## config.mk

```make
export PLATFORM = sky130hd
export DESIGN_NAME = peripheral_uart_rx_flat
export DESIGN_NICKNAME = d
export VERILOG_FILES = /design/src/rtl/peripheral_uart_rx_if.sv /design/src/rtl/peripheral_uart_rx.sv /design/src/flat_wrapper.sv
export SDC_FILE = /design/constraint.sdc
export NUM_CORES = 1
export LEC_CHECK = 0
export CAP_MARGIN = 20
export CORE_ASPECT_RATIO = 1.75
export CORE_MARGIN = 5
export CORE_UTILIZATION = 50
export DETAILED_ROUTE_END_ITERATION = 10
export PLACE_DENSITY = 0.68
export SKIP_CTS_REPAIR_TIMING = 1
export SLEW_MARGIN = 20
export SYNTH_ARGS = -nofsm -noshare
export SYNTH_HDL_FRONTEND = slang
export SYNTH_SLANG_ARGS = --single-unit
```

## constraint.sdc

```tcl
create_clock -name clk -period 4.7 [get_ports clk]
set_clock_uncertainty 0.05 [all_clocks]
set_input_delay 0.47 -clock clk [delete_from_list [all_inputs] [get_ports clk]]
set_output_delay 0.47 -clock clk [all_outputs]
set_load 0.05 [all_outputs]
```

## src/rtl/peripheral_uart_rx_if.sv

```systemverilog
// -----------------------------------------------------------------------------
// peripheral_uart_rx_if
//
// Purpose : J1 I/O bus bundle between the CPU/address decoder and the UART
//           receive peripheral.
//
// Signals :
//   d_in      16  J1 write data                     (master -> slave)
//   cs         1  chip-select from the address decoder (master -> slave)
//   addr       4  register select, j1_io_addr[3:0]  (master -> slave)
//   rd         1  J1 read strobe                    (master -> slave)
//   wr         1  J1 write strobe                   (master -> slave)
//   d_out     16  registered read data              (slave -> master)
//   rx_avail   1  high while the receive FIFO holds data (slave -> master)
//
// Modports: master = CPU side, slave = peripheral side.
// -----------------------------------------------------------------------------
interface peripheral_uart_rx_if;
    logic [15:0] d_in;
    logic        cs;
    logic [3:0]  addr;
    logic        rd;
    logic        wr;
    logic [15:0] d_out;
    logic        rx_avail;

    modport master (
        output d_in,
        output cs,
        output addr,
        output rd,
        output wr,
        input  d_out,
        input  rx_avail
    );

    modport slave (
        input  d_in,
        input  cs,
        input  addr,
        input  rd,
        input  wr,
        output d_out,
        output rx_avail
    );
endinterface

```

## src/rtl/peripheral_uart_rx.sv

```systemverilog
// -----------------------------------------------------------------------------
// peripheral_uart_rx
//
// Purpose : J1-bus UART receiver. Deserialises 8N1 frames (8E1 when the
//           UART_RX_PARITY_EN macro is defined) from an asynchronous serial
//           pin into a 2^FIFO_AW-entry byte FIFO that the CPU reads through a
//           small register map. Receive errors are kept in sticky status bits.
//
// Parameters:
//   CLKS_PER_BIT  clk cycles per bit (>= 8)
//   FIFO_AW       FIFO address width, depth = 2^FIFO_AW
//
// Ports :
//   clk   in   system clock, the only clock
//   rst   in   synchronous active-high reset
//   rx    in   asynchronous serial input, idle high
//   bus   slave modport of peripheral_uart_rx_if (d_in, cs, addr, rd, wr,
//         d_out, rx_avail)
//
// Register map (unlisted addresses read 0x0000):
//   0x0 DATA   R  {8'h00, byte}, pops one entry; 0x0000 when empty
//   0x2 STATUS R  [0] not empty [1] full [2] overrun [3] framing error
//                 [7:4] count [8] busy [9] parity error
//   0x4 CTRL   W  [0] clear sticky errors, [1] flush FIFO
//
// Build option: UART_RX_PARITY_EN adds an even-parity bit after the data bits.
// -----------------------------------------------------------------------------
module peripheral_uart_rx #(
    parameter int CLKS_PER_BIT = 434,
    parameter int FIFO_AW      = 3
) (
    input  logic                 clk,
    input  logic                 rst,
    input  logic                 rx,
    peripheral_uart_rx_if.slave  bus
);

    localparam int SYNC_STAGES = 2;
    localparam int TW          = $clog2(CLKS_PER_BIT);
    localparam int DEPTH       = 1 << FIFO_AW;
    localparam int CW          = FIFO_AW + 1;

    localparam logic [TW-1:0] BIT_LAST  = TW'(CLKS_PER_BIT - 1);
    localparam logic [TW-1:0] HALF_LAST = TW'(CLKS_PER_BIT / 2 - 1);
    localparam logic [CW-1:0] CNT_FULL  = CW'(DEPTH);

    typedef enum logic [2:0] {
        S_IDLE,
        S_START,
        S_DATA,
`ifdef UART_RX_PARITY_EN
        S_PARITY,
`endif
        S_STOP,
        S_BREAK
    } state_t;

    // -------------------------------------------------------------------------
    // Input synchroniser. Each stage resets to the idle line level so that a
    // reset never looks like a start bit.
    // -------------------------------------------------------------------------
    genvar gi;
    generate
        for (gi = 0; gi < SYNC_STAGES; gi++) begin : g_sync
            logic stage_q;
            if (gi == 0) begin : g_first
                always_ff @(posedge clk) begin
                    if (rst) stage_q <= 1'b1;
                    else     stage_q <= rx;
                end
            end else begin : g_next
                always_ff @(posedge clk) begin
                    if (rst) stage_q <= 1'b1;
                    else     stage_q <= g_sync[gi-1].stage_q;
                end
            end
        end
    endgenerate

    logic rx_s;
    assign rx_s = g_sync[SYNC_STAGES-1].stage_q;

    // -------------------------------------------------------------------------
    // Receive FSM
    // -------------------------------------------------------------------------
    state_t        state_q,   state_d;
    logic [TW-1:0] timer_q,   timer_d;
    logic [2:0]    bit_cnt_q, bit_cnt_d;
    logic [7:0]    shift_q,   shift_d;
`ifdef UART_RX_PARITY_EN
    logic          parity_ok_q, parity_ok_d;
`endif

    logic push_req;
    logic frame_set;
    logic parity_set;

    always_ff @(posedge clk) begin
        if (rst) begin
            state_q     <= S_IDLE;
            timer_q     <= '0;
            bit_cnt_q   <= '0;
            shift_q     <= '0;
`ifdef UART_RX_PARITY_EN
            parity_ok_q <= 1'b1;
`endif
        end else begin
            state_q     <= state_d;
            timer_q     <= timer_d;
            bit_cnt_q   <= bit_cnt_d;
            shift_q     <= shift_d;
`ifdef UART_RX_PARITY_EN
            parity_ok_q <= parity_ok_d;
`endif
        end
    end

    always_comb begin
        state_d     = state_q;
        timer_d     = timer_q;
        bit_cnt_d   = bit_cnt_q;
        shift_d     = shift_q;
`ifdef UART_RX_PARITY_EN
        parity_ok_d = parity_ok_q;
`endif
        push_req    = 1'b0;
        frame_set   = 1'b0;
        parity_set  = 1'b0;

        case (state_q)
            S_IDLE: begin
                timer_d   = '0;
                bit_cnt_d = '0;
                if (!rx_s) state_d = S_START;
            end

            // Re-check the line half a bit later; a high line means the
            // falling edge was noise and no frame is started.
            S_START: begin
                if (timer_q == HALF_LAST) begin
                    timer_d = '0;
                    state_d = rx_s ? S_IDLE : S_DATA;
                end else begin
                    timer_d = timer_q + 1'b1;
                end
            end

            // LSB arrives first, so shift in from the top.
            S_DATA: begin
                if (timer_q == BIT_LAST) begin
                    timer_d   = '0;
                    shift_d   = {rx_s, shift_q[7:1]};
                    bit_cnt_d = bit_cnt_q + 1'b1;
                    if (bit_cnt_q == 3'd7) begin
`ifdef UART_RX_PARITY_EN
                        state_d = S_PARITY;
`else
                        state_d = S_STOP;
`endif
                    end
                end else begin
                    timer_d = timer_q + 1'b1;
                end
            end

`ifdef UART_RX_PARITY_EN
            // Even parity: the parity bit equals the XOR of the data bits.
            S_PARITY: begin
                if (timer_q == BIT_LAST) begin
                    timer_d     = '0;
                    parity_ok_d = (rx_s == ^shift_q);
                    state_d     = S_STOP;
                end else begin
                    timer_d = timer_q + 1'b1;
                end
            end
`endif

            S_STOP: begin
                if (timer_q == BIT_LAST) begin
                    timer_d = '0;
                    if (rx_s) begin
`ifdef UART_RX_PARITY_EN
                        if (parity_ok_q) push_req   = 1'b1;
                        else             parity_set = 1'b1;
`else
                        push_req = 1'b1;
`endif
                        state_d = S_IDLE;
                    end else begin
                        frame_set = 1'b1;
                        state_d   = S_BREAK;
                    end
                end else begin
                    timer_d = timer_q + 1'b1;
                end
            end

            // Line held low past the stop bit: wait for it to return to idle
            // so the remainder of the break is not taken as a new start bit.
            S_BREAK: begin
                if (rx_s) state_d = S_IDLE;
            end

            default: state_d = S_IDLE;
        endcase
    end

    // -------------------------------------------------------------------------
    // Bus access decode: one access per rising edge of the qualified strobe.
    // -------------------------------------------------------------------------
    logic rd_prev_q, wr_prev_q;
    logic rd_lvl, wr_lvl, rd_evt, wr_evt;
    logic data_rd, ctrl_wr, clr_err, flush;

    assign rd_lvl  = bus.cs & bus.rd;
    assign wr_lvl  = bus.cs & bus.wr;
    assign rd_evt  = rd_lvl & ~rd_prev_q;
    assign wr_evt  = wr_lvl & ~wr_prev_q;
    assign data_rd = rd_evt & (bus.addr == 4'h0);
    assign ctrl_wr = wr_evt & (bus.addr == 4'h4);
    assign clr_err = ctrl_wr & bus.d_in[0];
    assign flush   = ctrl_wr & bus.d_in[1];

    wire unused_ok = &{1'b0, bus.d_in[15:2]};

    // -------------------------------------------------------------------------
    // Byte FIFO
    // -------------------------------------------------------------------------
    logic [7:0]         mem_q [DEPTH];
    logic [FIFO_AW-1:0] wr_ptr_q, rd_ptr_q;
    logic [CW-1:0]      count_q, count_d;
    logic               empty, full, pop, do_push, ovr_set;

    assign empty = (count_q == '0);
    assign full  = (count_q == CNT_FULL);
    assign pop   = data_rd & ~empty;

    // A pop in the same cycle frees the slot, so a push into a full FIFO
    // still lands. Flush discards any push of the same cycle.
    assign do_push = push_req & ~flush & (~full | pop);
    assign ovr_set = push_req & ~flush & full & ~pop;

    assign count_d = count_q + {{FIFO_AW{1'b0}}, do_push} - {{FIFO_AW{1'b0}}, pop};

    always_ff @(posedge clk) begin
        if (do_push) mem_q[wr_ptr_q] <= shift_q;
    end

    // -------------------------------------------------------------------------
    // Status word and read mux
    // -------------------------------------------------------------------------
    logic        overrun_q, frame_err_q, parity_err_q;
    logic [3:0]  cnt_field;
    logic        busy;
    logic [15:0] status;
    logic [15:0] rd_data;
    logic [15:0] d_out_q;

    assign cnt_field = 4'(count_q);
    assign busy      = (state_q != S_IDLE);
    assign status    = {6'b0, parity_err_q, busy, cnt_field,
                        frame_err_q, overrun_q, full, ~empty};

    always_comb begin
        rd_data = 16'h0000;
        case (bus.addr)
            4'h0:    rd_data = empty ? 16'h0000 : {8'h00, mem_q[rd_ptr_q]};
            4'h2:    rd_data = status;
            default: rd_data = 16'h0000;
        endcase
    end

    always_ff @(posedge clk) begin
        if (rst) begin
            rd_prev_q    <= 1'b0;
            wr_prev_q    <= 1'b0;
            d_out_q      <= 16'h0000;
            wr_ptr_q     <= '0;
            rd_ptr_q     <= '0;
            count_q      <= '0;
            overrun_q    <= 1'b0;
            frame_err_q  <= 1'b0;
            parity_err_q <= 1'b0;
        end else begin
            rd_prev_q <= rd_lvl;
            wr_prev_q <= wr_lvl;

            if (rd_evt) d_out_q <= rd_data;

            if (flush) begin
                wr_ptr_q <= '0;
                rd_ptr_q <= '0;
                count_q  <= '0;
            end else begin
                if (do_push) wr_ptr_q <= wr_ptr_q + 1'b1;
                if (pop)     rd_ptr_q <= rd_ptr_q + 1'b1;
                count_q <= count_d;
            end

            // A new error in the clearing cycle is kept rather than lost.
            if (ovr_set)        overrun_q    <= 1'b1;
            else if (clr_err)   overrun_q    <= 1'b0;
            if (frame_set)      frame_err_q  <= 1'b1;
            else if (clr_err)   frame_err_q  <= 1'b0;
            if (parity_set)     parity_err_q <= 1'b1;
            else if (clr_err)   parity_err_q <= 1'b0;
        end
    end

    assign bus.d_out    = d_out_q;
    assign bus.rx_avail = ~empty;

endmodule

```

## src/flat_wrapper.sv

```systemverilog
// flat-port wrapper written by rule: the top's interface ports become plain ports
module peripheral_uart_rx_flat 
#(
    parameter int CLKS_PER_BIT = 434,
    parameter int FIFO_AW      = 3
)
  (clk, rst, rx, bus_d_in, bus_cs, bus_addr, bus_rd, bus_wr, bus_d_out, bus_rx_avail);
  peripheral_uart_rx_if bus_i ();
  input  logic clk;
  input  logic rst;
  input  logic rx;
  input wire logic [$bits(bus_i.d_in)-1:0] bus_d_in;
  input wire logic [$bits(bus_i.cs)-1:0] bus_cs;
  input wire logic [$bits(bus_i.addr)-1:0] bus_addr;
  input wire logic [$bits(bus_i.rd)-1:0] bus_rd;
  input wire logic [$bits(bus_i.wr)-1:0] bus_wr;
  output wire logic [$bits(bus_i.d_out)-1:0] bus_d_out;
  output wire logic [$bits(bus_i.rx_avail)-1:0] bus_rx_avail;
  assign bus_i.d_in = bus_d_in;
  assign bus_i.cs = bus_cs;
  assign bus_i.addr = bus_addr;
  assign bus_i.rd = bus_rd;
  assign bus_i.wr = bus_wr;
  assign bus_d_out = bus_i.d_out;
  assign bus_rx_avail = bus_i.rx_avail;
  peripheral_uart_rx #(.CLKS_PER_BIT(CLKS_PER_BIT), .FIFO_AW(FIFO_AW)) u_core (.clk(clk), .rst(rst), .rx(rx), .bus(bus_i));
endmodule
```

[Word level (Yosys, flattened, before mapping)]
Memories as Yosys holds them, arrays and structs flattened. A register that Yosys moved wholly into a read port is not among the register bits.
Cells that the tools add are included.
Cells by class
  multiplexer cells: 29
  eq/ne operators: 16
  bitwise gates (word level): 20
  $add $sub $neg: 6
  reductions and logical operators: 13
Operators by type and width (count)
  one-hot mux 16 bit (2 select lines): 1
  2-to-1 mux 3 bit: 10
  one-hot mux 9 bit (3 select lines): 1
  2-to-1 mux 9 bit: 2
  one-hot mux 3 bit (5 select lines): 1
  bitwise AND 1 bit: 13
  2-to-1 mux 1 bit: 11
  inequality test 2 x 1 -> 1 bit (second input constant): 5
  adder 3 x 1 -> 3 bit (second input constant): 3
  adder 9 x 1 -> 9 bit (second input constant): 1
  == test 9 x 8 -> 1 bit (second input constant): 1
  == test 9 bit (second input constant): 1
  zero test 4 bit: 2
  2-to-1 mux 8 bit: 1
  == test 3 x 2 -> 1 bit (second input constant): 2
  == test 3 bit (second input constant): 2
  inverter 1 bit: 6
  one-hot mux 3 bit (2 select lines): 1
  AND reduction 6 bit: 1
  nonzero test 2 bit: 3
  nonzero test 3 bit: 2
  adder 4 x 1 -> 4 bit: 1
  == test 4 x 2 -> 1 bit (second input constant): 1
  == test 4 x 3 -> 1 bit (second input constant): 1
  9 further kinds: 11
Word-level totals
  output and inout port bits: 17
  register bits: 55
  RAM bits: 64
  memories kept: 1
Memory list
  u_core.mem_q: depth 8, bits a word 8, rd ports 1, clocked after memory_dff 1, write ports 1, RTL line peripheral_uart_rx.sv:230  | logic [7:0] mem_q [DEPTH];

[Logic depth before layout (Yosys ltp)]
Gate-level depths: netlist of run 1.
  depth after elaboration: 9
  gate-level depth with buffers: 13
  mapped depth without buffers: 12

[Least setup slack after synthesis of run 1]
OpenSTA, ideal clock, no wires.
  path kind: input port to flip-flop
  start point: input bus_addr[1]
  end point: memory u_core.mem_q[2][0], enable pin
  path buffers: 1
  arrival time: 2.582 ns
  cell stages on the path: 5
  required time: 4.252 ns
  setup slack: 1.670 ns
  cell sequence: buf_6 > or4_4 > o31ai_2 > nand3_1 > nor4b_1
Between the ends
  cells in the longest elaborated chain, start to end: 8
  elaborated cells between the ends (all ways): 12
  those cells by class: 1 x eq/ne; 2 x mux; 8 x bitwise; 1 x reduce/logical
RTL lines
  from (decl): RTL line flat_wrapper.sv:14  | input wire logic [$bits(bus_i.addr)-1:0] bus_addr;
  == test 4 x 3 -> 1 bit: RTL line peripheral_uart_rx.sv:221  | assign ctrl_wr = wr_evt & (bus.addr == 4'h4);
  bitwise AND 1 bit: RTL line peripheral_uart_rx.sv:221
  bitwise AND 1 bit: RTL line peripheral_uart_rx.sv:223  | assign flush = ctrl_wr & bus.d_in[1];
  inverter 1 bit: RTL line peripheral_uart_rx.sv:241  | assign do_push = push_req & ~flush & (~full | pop);
  bitwise AND 1 bit: RTL line peripheral_uart_rx.sv:241
  bitwise AND 1 bit (*): RTL line peripheral_uart_rx.sv:241
  2-to-1 mux 1 bit (*): RTL line peripheral_uart_rx.sv:247  | if (do_push) mem_q[wr_ptr_q] <= shift_q;
  2-to-1 mux 1 bit (not written as such) (*): RTL line peripheral_uart_rx.sv:247
  to (decl): RTL line peripheral_uart_rx.sv:230
Every way passes the cells marked *; elsewhere a longest branch is shown, timed or not.

[Worst setup path after layout of run 1]
  start point: input bus_addr[1]
  end point: register u_core.count_q[2] (netlist: u_core.cnt_field[2])
Between the ends
  cells in the longest elaborated chain, start to end: 8
  elaborated cells between the ends (all ways): 13
  those cells by class: 2 x add/sub; 1 x eq/ne; 8 x bitwise; 2 x reduce/logical
RTL lines
  == test 4 x 3 -> 1 bit: RTL line peripheral_uart_rx.sv:221
  bitwise AND 1 bit: RTL line peripheral_uart_rx.sv:221
  bitwise AND 1 bit: RTL line peripheral_uart_rx.sv:223
  inverter 1 bit: RTL line peripheral_uart_rx.sv:241
  bitwise AND 1 bit (2 in a row): RTL line peripheral_uart_rx.sv:241
  adder 4 x 1 -> 4 bit: RTL line peripheral_uart_rx.sv:244  | assign count_d = count_q + {{FIFO_AW{1'b0}}, do_push} - {{FIFO_AW{1'b0}}, pop};
  subtractor 4 x 1 -> 4 bit: RTL line peripheral_uart_rx.sv:244
  to (signal assigned): RTL line peripheral_uart_rx.sv:298  | count_q <= count_d;
  to (decl): RTL line peripheral_uart_rx.sv:232  | logic [CW-1:0] count_q, count_d;
Parallel ways exist; a longest one is shown, timed or not.
A chain may end at the register's enable or synchronous reset.

==> run summary, run 1 <==
Async SR Flop Fraction - 0%
Post-Syn Area - 5010 sq um
Setup crit start - bus_addr[1]
core area - 9850 sq um
post-route setup slack - 1.46 ns
final wirelength - 10600 um
Layout Cells excl Fill - 573
beginning of the worst hold path - u_core.g_sync[0].stage_q$_SDFF_PP1_
status - finished, final reports clean
reg2reg start - u_core.state_q[2]$_SDFFE_PP0P_
setup TNS - 0 ns
Peak VDD IR - 277 uV
fin. max-slew vios - 0
slowest stage cell, crit path - or4_4
later-pin clock latency in the skew report - 0.41 ns
H-tree level count - 4
average wire per standard cell - 18.5 um
share of the synthesized area in the top cell type - 38.3%
ratio of cells with drive above 1 in the final layout - 16.5%
CP max stage delay - 0.59 ns
min-delay worst type - register to register
Syn Inst Count - 407
post-route minimum period - 3.24 ns
Hold Crit Depth - 1
critical-path cell list - clkdlybuf4s50_1 -> or4_4 -> o31ai_2 -> nand3_1 -> ha_1 -> inv_1 -> ha_1 -> inv_1 -> fa_1 -> xor2_1 -> nor2_1
Post-synth EDFFs - 64
DRT iter0 DRCs - 169
Die Height - 142 um
RR Endpoint - u_core.cnt_field[2]$_SDFF_PP0_
Hold Slack - 0.367 ns
Detailed Routing Iterations Pass 1 - 5
global-route usage over all layers - 18.5%
HPWL Detailed - 7450 um
Cell variety after synth - 59
most frequent cell after synthesis - edfxtp_1
Place WS - 1.06 ns
DRC viols - 0
Static Leak - 0.00205 uW
crit path DAT - 3.48 ns
RSZ-0062 raised after global routing - no
IO Count - 43
die width - 85.7 um
r2r worst-path depth - 10
Finish-stage setup viols - 0
CTS Sinks - 115
Tightest Pin Transition - 0.933 ns
Fin. Hold Viols - 0
area leader, netlist - edfxtp_1
initial antenna violation count - 0
largest net degree at the start of global routing - 37
vias per inst - 5.79
CTS root buf - clkbuf_16
Diodes inserted - 0
pwr dens - 423 nW/um^2
post-synthesis sequential area ratio - 58.7%
Ys Warns - 0
Layout Nets - 475
Top FF cell, synth - edfxtp_1
Worst EP required - 4.94 ns
DP Cell Count - 541
Worst R2R Setup Slack - 1.89 ns
Setup CP Type - input pin to register
total CTS buffers - 17
Max Fclk - 308 MHz
synthesized area per cell - 12.3 sq um
max-cap violations - 0
most instantiated cells after synthesis - 64 x edfxtp_1, 51 x dfxtp_1, 40 x nand2_1, 31 x a21oi_1, 21 x nor2_1
CP startpoint kind - input pin
CTS tree - yes
GP Congestion - 0.841
Final Cycle Share - 69.0%
Max transition margin - 37.4%
Initial Util - 50.9%
first-pass GRT wire length - 16800 um
vias in the first global route - 3282
Synth Register Bits - 115
DIE AREA - 12200 sq um
Final Core Density - 60.9%
row count - 48
via count - 3316
total grt overflow - 0
clk buf depth - 2
IO Port Bufs - 21
Synth area leaders - edfxtp_1 38%, dfxtp_1 20%, mux4_2 7.2%, ha_1 3.2%, a21oi_1 3.1%
Routed Antenna Nets - 0
crit path max fanout - 10
worst setup path endpoint - u_core.cnt_field[2]$_SDFF_PP0_
clk slew on worst S/H paths - 0.06 ns
Area Overhead vs Synth - 19.6%
Critical Path Sink Type - register
[stage by stage]
step / total power [uW] / area [sq um]
3_5_place_dp: 1160 / 5350
5_1_grt: 2610 / 6000
3_3_place_gp: 1160 / 5350
2_1_floorplan: 1130 / 5040
6_report: 2540 / 6000
4_1_cts: 2560 / 6000
[cell families (layout without fill, tap and decap cells)]
| family | count (synthesis) | count (layout) | synth area share, % |
|---|---|---|---|
| adder cells (fa/ha/maj) | 14 | 14 | 3.64 |
| other | 1 | 7 | 0.0748 |
| XOR/XNOR | 5 | 5 | 0.873 |
| multiplexers | 25 | 25 | 9.18 |
| flip-flops | 115 | 115 | 58.7 |
| AND/OR/NAND/NOR | 133 | 133 | 14.5 |
| buffers and inverters | 39 | 74 | 3.72 |
| AO/OA/AOI/OAI | 75 | 75 | 9.26 |
[final cells by class]
type                            count  area [sq um]
Clock inverter                     15           228
Timing Repair Buffer               31           285
Sequential cell                   115          2940
Clock buffer                       17           425
Fill cell                         821          3850
Tap cell                          125           156
Multi-Input combinational cell    259          1920
Inverter                           11          41.3
[where the power goes]
group          internal [uW]  switching (uW)
clock                    943             461
sequential              1060            3.74
combinational           24.0            51.1
[worst max-delay path: cells and delay by family]
| family | cells | cell delay, ns |
|---|---|---|
| adders and majority gates | 3 | 0.90 |
| xor gates and xnor gates | 1 | 0.17 |
| and+or+nand+nor | 3 | 0.95 |
| buffers and inverters | 3 | 0.67 |
| AOI/OAI and AO/OA | 1 | 0.31 |
[worst min path at each step]
stage                                          endpoint  slack (ns)
floorplan           u_core.g_sync[1].stage_q$_SDFF_PP1_        0.34
global placement    u_core.g_sync[1].stage_q$_SDFF_PP1_        0.35
detailed placement  u_core.g_sync[1].stage_q$_SDFF_PP1_        0.35
CTS                 u_core.g_sync[1].stage_q$_SDFF_PP1_        0.37
global route        u_core.g_sync[1].stage_q$_SDFF_PP1_        0.38
finish              u_core.g_sync[1].stage_q$_SDFF_PP1_        0.37
[placed cells by master, fill, tap and decap left out, types with 5 or more instances in the layout]
cell type,n
conb_1,7
a21boi_1,5
mux4_2,16
clkbuf_16,17
ha_1,13
nand2_1,40
bufinv_16,5
a31oi_1,5
o21ai_1,5
inv_1,11
a21oi_1,31
o21ai_0,7
nor3_1,11
nand4_1,7
mux2_2,8
nand3_1,10
edfxtp_1,64
dfxtp_1,51
nor2_1,21
buf_4,10
clkdlybuf4s50_1,21
[per-layer routing]
metal	track usage [%]	up-vias	routed length [um]
li1	-	1581	-
met1	19.4	1613	3970
met2	34.4	97	5890
met3	4.58	25	448
met4	8.17	0	282
met5	0	-	0
[flip-flops by register name, indices dropped and copies added (netlist names), named ones only]
register,count
u_core.mem_q,64
u_core.bus.d_out,9
u_core.timer_q,9
u_core.shift_q,8
u_core.cnt_field,4
u_core.bit_cnt_q,3
u_core.rd_ptr_q,3
u_core.state_q,3
u_core.wr_ptr_q,3
u_core.g_sync.stage_q,2
u_core.frame_err_q,1
u_core.overrun_q,1
u_core.rd_prev_q,1
u_core.wr_prev_q,1
Power figures use the tool's default switching activity.
==> run 2: changes to the inputs <==
clock period = 3.35 ns   (was 4.7 ns; I/O delays follow)
==> run summary, run 2 (same netlist as run 1, synthesis figures left out) <==
status - finished, final reports clean
Largest Register - u_core.mem_q
Detailed Routing Iterations Pass 1 - 4
crit path max fanout - 5
RR Endpoint - u_core.cnt_field[2]$_SDFF_PP0_
CTS tree - yes
RSZ-0062 raised after global routing - no
Peak VDD IR - 339 uV
total grt overflow - 0
combinational cell fraction of total power - 3.0%
Hold Slack - 0.357 ns
Routed Antenna Nets - 0
switching power share of the total - 19.5%
clock power share - 55.0%
IO Port Bufs - 21
r2r worst-path depth - 11
sequential share of power - 42.0%
final wirelength - 10800 um
Max transition margin - 36.7%
total CTS buffers - 17
reg2reg start - u_core.timer_q[0]$_SDFFE_PP0P_
DIE AREA - 12200 sq um
Worst EP required - 3.57 ns
Die Height - 142 um
HPWL Detailed - 7550 um
average wire per standard cell - 18.6 um
Max Fclk - 361 MHz
Setup crit start - bus_addr[0]
crit path DAT - 2.99 ns
global-route usage over all layers - 18.9%
H-tree level count - 4
max-cap violations - 0
Setup CP Type - input pin to register
Area Overhead vs Synth - 20.9%
largest net degree at the start of global routing - 38
DRC viols - 0
vias in the first global route - 3354
clk slew on worst S/H paths - 0.06 ns
setup TNS - 0 ns
worst setup path endpoint - u_core.cnt_field[2]$_SDFF_PP0_
Finish-stage setup viols - 0
Layout Nets - 484
fin. max-slew vios - 0
Int Pwr - 2860 uW
vias per inst - 5.72
Fin. Hold Viols - 0
row count - 48
most frequent cells in the layout - 64 x edfxtp_1, 51 x dfxtp_1, 40 x nand2_1
via count - 3328
initial antenna violation count - 0
CTS root buf - clkbuf_16
Total Power - 3550 uW
pwr dens - 585 nW/um^2
GP Congestion - 0.860
first-pass GRT wire length - 17200 um
Sw Pwr - 690 uW
Worst R2R Setup Slack - 0.64 ns
min-delay worst type - register to register
Diodes inserted - 0
later-pin clock latency in the skew report - 0.40 ns
Tightest Pin Transition - 0.943 ns
max FFs per register - 64
clk buf depth - 2
Critical Path Sink Type - register
Final Cycle Share - 82.7%
Initial Util - 50.9%
Static Leak - 0.00210 uW
core area - 9850 sq um
commonest non-fill, non-tap cell in the layout - edfxtp_1
die width - 85.7 um
ratio of cells with drive above 1 in the final layout - 18.2%
CTS Sinks - 115
DRT iter0 DRCs - 232
CP startpoint kind - input pin
IO Count - 43
post-route minimum period - 2.77 ns
==> run 2: cell count changes in the layout (fill, tap and decap cells not counted) <==
cell and delta:
buf_4 +9, clkbuf_1 +1, clkbuf_8 +1, clkinv_1 -1
clkinv_2 +3, clkinvlp_4 -2, inv_6 -2
==> run 2: worst min path at each step <==
stage | from | endpoint | slack, ns | depth (start not counted)
3_3_place_gp | u_core.g_sync[0].stage_q$_SDFF_PP1_ | u_core.g_sync[1].stage_q$_SDFF_PP1_ | 0.34 | 1
5_1_grt | u_core.g_sync[0].stage_q$_SDFF_PP1_ | u_core.g_sync[1].stage_q$_SDFF_PP1_ | 0.38 | 1
3_5_place_dp | u_core.g_sync[0].stage_q$_SDFF_PP1_ | u_core.g_sync[1].stage_q$_SDFF_PP1_ | 0.34 | 1
4_1_cts | u_core.g_sync[0].stage_q$_SDFF_PP1_ | u_core.g_sync[1].stage_q$_SDFF_PP1_ | 0.36 | 1
2_1_floorplan | u_core.g_sync[0].stage_q$_SDFF_PP1_ | u_core.g_sync[1].stage_q$_SDFF_PP1_ | 0.34 | 1
6_report | u_core.g_sync[0].stage_q$_SDFF_PP1_ | u_core.g_sync[1].stage_q$_SDFF_PP1_ | 0.36 | 1
==> run 2: critical path, cell delays in order <==
cell and delay, ns:
clkdlybuf4s50_1 0.47, or4_4 0.57, o31ai_2 0.24, nand3_1 0.16, ha_1 0.33, inv_1 0.06, ha_1 0.17, inv_1 0.06
fa_1 0.37, xor2_1 0.17, nor2_1 0.05
==> run 2: metal layers <==
metal / part of all wire [%] / vias up / track usage, %
met5: 0 / - / 0
met1: 37 / 1652 / 19.5
li1: - / 1600 / -
met2: 58 / 69 / 36.4
met3: 3.2 / 7 / 4.75
met4: 0.99 / 0 / 6.59
==> run 2: power by group through the flow <==
| stage | Clock [uW] | Sequential [uW] | Combinational, uW |
|---|---|---|---|
| 2_1_floorplan | 0 | 1530 | 59.1 |
| 3_3_place_gp | 0 | 1520 | 106 |
| 3_5_place_dp | 0 | 1520 | 107 |
| 4_1_cts | 1970 | 1490 | 107 |
| 5_1_grt | 2050 | 1490 | 115 |
| 6_report | 1950 | 1490 | 108 |
==> run 2: final cells by class <==
class | count | area, sq um
fillers | 790 | 3790
clock buffers | 19 | 443
flip-flops and latches | 115 | 2940
inverters | 11 | 41.3
well taps | 125 | 156
repair buffers | 40 | 353
multi-input cells | 259 | 1920
clock inverters | 13 | 206
==> run 2: through the flow <==
stage | instances | cell area, sq um | util (%) | worst slack [ns]
2_1_floorplan | 413 | 5040 | - | 0.455
3_3_place_gp | 550 | 5410 | 55.0 | 0.233
3_5_place_dp | 550 | 5410 | 55.0 | 0.197
4_1_cts | 582 | 6060 | 61.5 | 0.585
5_1_grt | 582 | 6060 | 61.5 | 0.377
6_report | 582 | 6060 | 61.5 | 0.581
==> run 3: changes to the inputs <==
clock period = 2.7 ns   (was 3.35 ns; I/O delays follow)
==> run summary, run 3 (same netlist as run 1, synthesis figures left out) <==
Static Leak - 0.00218 uW
Tightest Pin Transition - 0.668 ns
core area - 9850 sq um
initial antenna violation count - 0
average wire per standard cell - 18.2 um
vias per inst - 5.66
clk buf depth - 2
commonest non-fill, non-tap cell in the layout - edfxtp_1
crit path max fanout - 2
post-route minimum period - 2.57 ns
max-cap violations - 0
Finish-stage setup viols - 0
min-delay worst type - register to register
via count - 3393
critical-path cell list - clkdlybuf4s50_1 -> or4_4 -> o31ai_2 -> nand3_1 -> ha_1 -> inv_1 -> ha_1 -> inv_1 -> fa_1 -> xor2_1 -> nor2_1
DIE AREA - 12200 sq um
HPWL Detailed - 7730 um
global-route usage over all layers - 19.1%
Detailed Routing Iterations Pass 1 - 4
later-pin clock latency in the skew report - 0.41 ns
post-route setup slack - 0.126 ns
Max transition margin - 55.4%
FILL cells - 796
Initial Util - 50.9%
Largest Register - u_core.mem_q
setup TNS - 0 ns
crit path DAT - 2.81 ns
Peak VDD IR - 551 uV
total grt overflow - 0
Fin. Hold Viols - 0
ratio of cells with drive above 1 in the final layout - 21.9%
H-tree level count - 4
Die Height - 142 um
vias in the first global route - 3364
Worst EP required - 2.94 ns
CP max stage delay - 0.55 ns
CP startpoint kind - input pin
Routed Antenna Nets - 0
row count - 48
GP Congestion - 0.870
clk slew on worst S/H paths - 0.06 ns
Setup CP Type - input pin to register
Hold Slack - 0.364 ns
Place WS - -0.324 ns
number of buffers and inverters on the critical path - 3
IO Port Bufs - 21
CTS tree - yes
Area Overhead vs Synth - 22.8%
Crit path max-delay family - adder cells
status - finished, final reports clean
Final Core Density - 62.5%
DRC viols - 0
fin. max-slew vios - 0
RSZ-0062 raised after global routing - no
Layout Nets - 502
Max Fclk - 388 MHz
max FFs per register - 64
Critical Path Sink Type - register
final wirelength - 10900 um
DRT iter0 DRCs - 222
largest net degree at the start of global routing - 37
total CTS buffers - 17
slowest stage cell, crit path - or4_4
Diodes inserted - 0
CTS root buf - clkbuf_16
die width - 85.7 um
pwr dens - 684 nW/um^2
CTS Sinks - 115
Final Cycle Share - 95.3%
most frequent cells in the layout - 64 x edfxtp_1, 51 x dfxtp_1, 40 x nand2_1
first-pass GRT wire length - 17500 um
IO Count - 43
[run 3: changes by cell type in the layout (fill, tap and decap cells not counted), sizes merged, moves of 2 or more]
| cell | before | now |
|---|---|---|
| inv | 12 | 18 |
| buf | 19 | 37 |
| clkbuf | 19 | 17 |
| clkinv | 5 | 3 |
| bufinv | 5 | 2 |
[run 3: through the flow]
| step | area (sq um) | cells | power (uW) |
|---|---|---|---|
| after floorplan | 5050 | 413 | 1980 |
| after global placement | 5550 | 568 | 2020 |
| after detailed placement | 5550 | 568 | 2020 |
| after CTS | 6150 | 600 | 4260 |
| after global routing | 6160 | 600 | 4340 |
| final | 6160 | 600 | 4210 |
[run 3: area by class of cell]
class	instances	area, sq um	share of cell area, %
sequential	115	2940	47.8
inverter	11	41.3	0.671
timing repair buffer	58	490	7.97
clock inverter	15	173	2.80
multi-input combinational	259	1930	31.3
clock buffer	17	425	6.91
tap	125	156	2.54
[run 3: worst paths after layout]
| kind | start | to | slack (ns) | depth (start not counted) |
|---|---|---|---|---|
| worst max register to register | u_core.timer_q[1]$_SDFFE_PP0P_ | u_core.cnt_field[2]$_SDFF_PP0_ | 0.15 | 12 |
| worst max-delay path | bus_addr[0] | u_core.cnt_field[2]$_SDFF_PP0_ | 0.13 | 11 |
| worst min-delay path | u_core.g_sync[0].stage_q$_SDFF_PP1_ | u_core.g_sync[1].stage_q$_SDFF_PP1_ | 0.36 | 1 |
| worst min register to register | u_core.g_sync[0].stage_q$_SDFF_PP1_ | u_core.g_sync[1].stage_q$_SDFF_PP1_ | 0.36 | 1 |
[run 3: routing by layer]
metal	vias to the layer above	global-route usage, %	routed length [um]
met4	0	8.42	263
met1	1631	20.5	4060
met2	96	35.2	6170
li1	1636	-	-
met5	-	0	0
met3	30	4.40	391
[run 3: power by group]
part	internal (uW)	switching (uW)	total, uW
clock	1380	841	2220
sequential	1840	5.40	1840
combinational	51.4	91.8	143
